===== src/rtl/tdm_demux.sv =====
// Receive side of the TDM channel mux: aligns to the slot-0 sync marker and
// scatters each slot sample of the shared lane into its own registered channel.
module tdm_demux #(
  parameter int unsigned NUM_CH = 4,
  parameter int unsigned DATA_W = 8,
  parameter int unsigned CNT_W  = 2
) (
  input  logic                     clk,
  input  logic                     rst_n,
  input  logic                     en,
  input  logic                     sync,
  input  logic [DATA_W-1:0]        din,
  output logic [NUM_CH*DATA_W-1:0] dout,
  output logic [NUM_CH-1:0]        dvalid,
  output logic                     frame_done,
  output logic                     locked,
  output logic [CNT_W-1:0]         slot,
  output logic                     err
);

  typedef enum logic [0:0] {StHunt, StLocked} state_e;

  state_e r_state;

  localparam logic [CNT_W-1:0]  LastSlot = CNT_W'(NUM_CH - 1);
  localparam logic [NUM_CH-1:0] Ch0Bit   = NUM_CH'(1);

  assign locked = (r_state == StLocked);

  always_ff @(posedge clk or negedge rst_n) begin
    if (!rst_n) begin
      r_state    <= StHunt;
      slot       <= '0;
      dout       <= '0;
      dvalid     <= '0;
      frame_done <= 1'b0;
      err        <= 1'b0;
    end else begin
      dvalid     <= '0;
      frame_done <= 1'b0;
      err        <= 1'b0;
      if (en) begin
        case (r_state)
          StHunt: begin
            if (sync) begin
              dout[DATA_W-1:0] <= din;
              dvalid           <= Ch0Bit;
              slot             <= CNT_W'(1);
              r_state          <= StLocked;
            end
          end
          StLocked: begin
            if (sync) begin
              // Sync always realigns to slot 0; arriving early is still an error.
              dout[DATA_W-1:0] <= din;
              dvalid           <= Ch0Bit;
              slot             <= CNT_W'(1);
              err              <= (slot != '0);
            end else if (slot == '0) begin
              err     <= 1'b1;
              slot    <= '0;
              r_state <= StHunt;
            end else begin
              for (int k = 1; k < int'(NUM_CH); k++) begin
                if (slot == CNT_W'(k)) dout[k*DATA_W +: DATA_W] <= din;
              end
              dvalid <= Ch0Bit << slot;
              if (slot == LastSlot) begin
                frame_done <= 1'b1;
                slot       <= '0;
              end else begin
                slot <= slot + CNT_W'(1);
              end
            end
          end
          default: r_state <= StHunt;
        endcase
      end
    end
  end

endmodule


===== config.mk =====
export PLATFORM = sky130hd
export DESIGN_NAME = tdm_demux
export DESIGN_NICKNAME = d
export VERILOG_FILES = /design/src/rtl/tdm_demux.sv
export SDC_FILE = /design/constraint.sdc
export NUM_CORES = 1
export LEC_CHECK = 0
export CAP_MARGIN = 20
export CORE_MARGIN = 2
export CORE_UTILIZATION = 40
export CTS_BUF_LIST = sky130_fd_sc_hd__clkbuf_2 sky130_fd_sc_hd__clkbuf_4 sky130_fd_sc_hd__clkbuf_8
export DETAILED_ROUTE_END_ITERATION = 6
export PLACE_DENSITY = 0.71
export SLEW_MARGIN = 30
export SYNTH_ARGS = -nofsm -noshare
export SYNTH_HDL_FRONTEND = slang
export SYNTH_SLANG_ARGS = --single-unit

===== constraint.sdc =====
create_clock -name clk -period 4.48 [get_ports clk]
set_input_delay 0.896 -clock clk [delete_from_list [all_inputs] [get_ports clk]]
set_output_delay 0.896 -clock clk [all_outputs]
set_load 0.05 [all_outputs]

Word level (Yosys, flattened, before mapping)
Index checks and enable logic that the tools add are counted.
{"block": "word_totals", "output_inout_bits": 41, "regBits": 41, "input_bits": 12, "memories": 0, "latchBits": 0, "ram_bits": 0, "romBits": 0, "word_cells": 49}
{"block": "op_classes", "shift": 1, "add_sub_neg": 1, "multipliers": 0, "eq_ne": 4, "n_bitwise": 3, "n_reduce_logical": 7, "div_mod_pow": 0, "order_cmp": 0, "mux": 24}
{"cell": "AND reduction 5 bit", "count": 3}
{"cell": "2-to-1 mux 1 bit", "count": 13}
{"cell": "2-to-1 mux 4 bit", "count": 3}
{"cell": "2-to-1 mux 2 bit", "count": 4}
{"cell": "2-to-1 mux 8 bit", "count": 1}
{"cell": "one-hot mux 4 bit (2 select lines)", "count": 1}
{"cell": "equality test 2 bit, second input constant", "count": 2}
{"cell": "one-hot mux 2 bit (2 select lines)", "count": 1}
{"cell": "AND reduction 2 bit", "count": 2}
{"cell": "left shift 1 x 2 -> 4 bit, first input constant", "count": 1}
{"cell": "NOT 1 bit", "count": 3}
{"cell": "adder 2 x 1 -> 2 bit, second input constant", "count": 1}
{"cell": "equality test 2 x 1 -> 1 bit, second input constant", "count": 1}
{"cell": "zero test 2 bit", "count": 1}
{"cell": "inequality test 2 bit, second input constant", "count": 1}
{"cell": "one-hot mux 1 bit (2 select lines)", "count": 1}
{"cell": "nonzero test 2 bit", "count": 1}

Depth between registers and ports, before layout
{"block": "depth", "word_depth": 6, "ltp_mapped": 6, "depth_no_buf": 6}

Worst setup path before layout
OpenSTA, ideal clock, no wires.
{"block": "synth_timing", "path_type": "reg-to-reg", "startpoint": "register slot[0]", "endpoint": "register dout[24]", "setup_time_ns": 0.125, "setup_slack_ns": 2.347, "t_required_ns": 4.355, "arrival_time_ns": 2.008, "period_less_slack_ns": 2.133, "path_buffers": 0, "stages_incl_launch_ff": 7, "path_cell_list": "dfrtp_1 inv_1 ha_1 inv_1 ha_1 nand4_2 mux2_2"}
{"block": "synth_between", "elab_chain_cells": 3, "word_cells_on_any_way": 4}
{"item": "start, declared", "line_no": "17", "rtl": "output logic [CNT_W-1:0] slot,"}
{"item": "start signal, assigned", "line_no": "72", "rtl": "slot <= slot + CNT_W'(1);"}
{"item": "zero test 2 bit", "line_no": "59", "rtl": "end else if (slot == '0) begin"}
{"item": "NOT 1 bit (no source line)"}
{"item": "AND reduction 5 bit (no source line) *"}
{"item": "end signal, assigned by index", "line_no": "46", "rtl": "dout[DATA_W-1:0] <= din;"}
{"item": "end signal, assigned by index", "line_no": "55", "rtl": "dout[DATA_W-1:0] <= din;"}
{"item": "end signal, assigned by index", "line_no": "65", "rtl": "if (slot == CNT_W'(k)) dout[k*DATA_W +: DATA_W] <= din;"}
{"item": "end, declared", "line_no": "13", "rtl": "output logic [NUM_CH*DATA_W-1:0] dout,"}
Mark *: on every way between the ends. The rest lies on a longest branch, timed or not.
A chain may end at the register's enable or synchronous reset.

Final worst setup path
{"block": "layout_timing", "startpoint": "register r_state (netlist: locked)", "endpoint": "output port locked"}
{"item": "start, declared", "line_no": "23", "rtl": "state_e r_state;"}
{"item": "start signal, assigned", "line_no": "32", "rtl": "r_state <= StHunt;"}
{"item": "start signal, assigned", "line_no": "49", "rtl": "r_state <= StLocked;"}
{"item": "start signal, assigned", "line_no": "62", "rtl": "r_state <= StHunt;"}
{"item": "end, declared", "line_no": "16", "rtl": "output logic locked,"}
No word-level cell between the ends.

==> flow_summary.toml <==
[status]
status = "finished, final reports clean"

[cells_and_area]
drive_gt1_share_pct = 28.05
synthToLayoutAreaGrowth_pct = 38.69
nets = 185
diodes = 0
final_core_util_pct = 57.67

[clocking]
cts.sinks = 40
cts_setup_buffers = 0
postCtsResizedCells = 0
h-tree-depth = 2
cts_buffer_depth = 2
clk_latency_ns = 0.29
cts_tree = "yes"
cts_buffers = 5
root_buffer = "clkbuf_8"
cts.clk_slew.worst_paths_ns = 0.07
cts_hold_buf = 0

[die]
io_pins = 53
die_y_microns = 68.72
placementRows = 23
die-area_sq_um = 4722
initial_utilization_pct = 41.58
core_sq_um = 4029
die_x_microns = 68.72

[yosys]
syn_area_sq_um = 1675
synth.distinct_cells = 21
synth.avg_cell_area_sq_um = 15.51
synthCells = 108
synth_seq_area_share_pct = 59.75
yosysWarnings = 0
yosys_register_bits = 40
syn-num-nets = 129

[timing]
finClkSkew_ns = 0.005520
setup-tns-final_ns = 0
fin_crit_sh_pct = 60.38
layout_min_cycle_time_ns = 2.705
grt_setup_unrepaired = "no"
setup_violations = 0
fmax_mhz = 369.7
slew-limit-headroom_pct = 64.42
worstMarginPinSlew_ns = 0.5320
slew_viol_final = 0
hold_viol = 0

[routing]
drc = 0
routedWlPerCell_microns = 15.63
dr.pass1.iters = 3
vias = 1056
drt_iter0_markers = 44
detail-route-antenna-nets = 0
drt_wl_total_mm = 3.344
routed_via_density = 4.935

[pwr]
worst_ir_drop_vdd_uv = 413.0
p_per_area_nw_per_um2 = 780.6
intPower_uw = 962.8
p_sw_uw = 850.9
p_leak_uw = 0.001033
pwr-share-clk_pct = 12.2
p_comb_share_pct = 55.4
swShare_pct = 46.91
pwr-share-seq_pct = 32.4

[global_route]
antenna_found_initial = 0
overflow = 0
grt_usage_pct = 15.75
grt_pass1_vias = 1017
grt_max_degree = 41
grt_pass1_wl_mm = 5.175

[critical_path]
crit_required_ns = 3.58
r2r-end = "dout[28]"
start_kind = "flop"
arrival_ns = 1.81
startpoint = "locked"
path_depth = 1
cp-end-kind = "output pin"
crit_slowest_cell = "clkdlybuf4s50_1"
crit_path_max_incr_delay_ns = 0.89
r2r_start = "slot[0]"
crit_fanout = 12
r2r_cells = 6
rrSetupSlack_ns = 2.46
crit_path_end = "locked"
path_cells = "clkdlybuf4s50_1"
critical-path-top-delay-family = "buffers and inverters"
path_buf_inv = 1
path_class = "flop to output pin"

[run]
cap_viol_max_count = 0

[placed_design]
dp_hpwl_mm = 2.397
globalplace.congestion = 0.7528
port_buffers = 52

[min_path]
min_path_type = "input port to asynchronous set/reset pin"
## cells by family (layout without fill, tap and decap cells)
| group | after synthesis | count (layout) | synth area share, % |
|---|---|---|---|
| adder cells (fa/ha/maj) | 9 | 9 | 6.722 |
| buffers and inverters | 9 | 65 | 2.987 |
| AND/OR/NAND/NOR | 15 | 15 | 7.841 |
| multiplexers | 32 | 32 | 21.51 |
| AO/OA/AOI/OAI | 3 | 3 | 1.195 |
| flip-flops | 40 | 40 | 59.75 |
## cell usage in the layout, fill, tap and decap left out
cell type,count
inv_1,5
and3_1,1
nor2_1,1
o221ai_1,1
nand3_1,1
nor4bb_1,1
dfrtp_1,40
mux2_2,32
nor3b_1,3
nand2_1,1
clkinv_2,1
nand4_2,1
a21oi_1,1
clkdlybuf4s50_1,51
a31oi_1,1
clkinvlp_4,1
ha_1,9
clkbuf_8,5
or3b_2,1
nand2_2,1
buf_2,1
buf_12,1
nand4_4,2
nor3_1,2
## through the flow
stage / setup slack, ns / hold WS, ns / power, uW / cells / instance area, sq um
2_1_floorplan: 2.347 / 0.6004 / 1257 / 108 / 1675
5_1_grt: 1.705 / 0.4755 / 1907 / 214 / 2323
3_5_place_dp: 1.703 / 0.4919 / 1607 / 206 / 2222
6_report: 1.775 / 0.4660 / 1814 / 214 / 2323
3_3_place_gp: 1.792 / 0.4862 / 1582 / 206 / 2222
4_1_cts: 1.764 / 0.5094 / 1834 / 213 / 2303
## sequential cells by signal, summed over array words and instances, names as in the netlist
name	count
slot	2
locked	1
dout	32
dvalid	4
err	1
## power groups by stage
stage	clock (uW)	combinational (uW)	sequential, uW
floorplan	0	200	1060
global route	248	1050	610
global placement	0	997	586
finish	221	1000	588
detailed placement	0	1010	596
CTS	229	1010	591
## area by class of cell
cell class / instances / area, sq um
tap: 50 / 62.56
timing repair buffer: 53 / 535.5
multi-input combinational: 59 / 624.3
clock buffer: 5 / 68.82
fill: 357 / 1705
sequential: 40 / 1001
inverter: 5 / 18.77
clock inverter: 2 / 12.51
## layer usage
metal / track usage (%) / vias up / routed length [microns]
met5: 0 / - / 0
met4: 6.618 / 0 / 61
met3: 4.708 / 5 / 160
met2: 26.20 / 29 / 1776
met1: 19.01 / 531 / 1346
li1: - / 491 / -
## worst register-to-register path, cell delays in order, from the launching register on
cell,delay (ns)
dfrtp_1,0.49
inv_1,0.14
ha_1,0.24
inv_1,0.07
ha_1,0.29
nand4_2,0.30
mux2_2,0.38
## Yosys cell counts
cell,instances,area [sq um]
ha_1,9,112.6
nand4_4,2,42.54
nor4bb_1,1,10.01
buf_6,1,11.26
dfrtp_1,40,1001
and3_1,1,6.260
a31oi_1,1,6.260
or3b_2,1,8.760
nand3_1,1,5.000
nor3_1,2,10.01
nand2_2,1,6.260
nand4_2,1,12.51
nor2_1,1,3.750
nand2_1,1,3.750
inv_1,5,18.77
buf_4,2,15.01
buf_2,1,5.000
mux2_2,32,360.4
a21oi_1,1,5.000
o221ai_1,1,8.760
nor3b_1,3,22.52
## worst min path at each step
stage,from,end
after floorplan,rst_n,dout[0]
after global placement,dout[17],dout[17]
after detailed placement,dout[15],dout[15]
after CTS,dout[15],dout[15]
after global routing,rst_n,dvalid[3]
final,rst_n,dout[13]
Power figures use the tool's default switching activity.
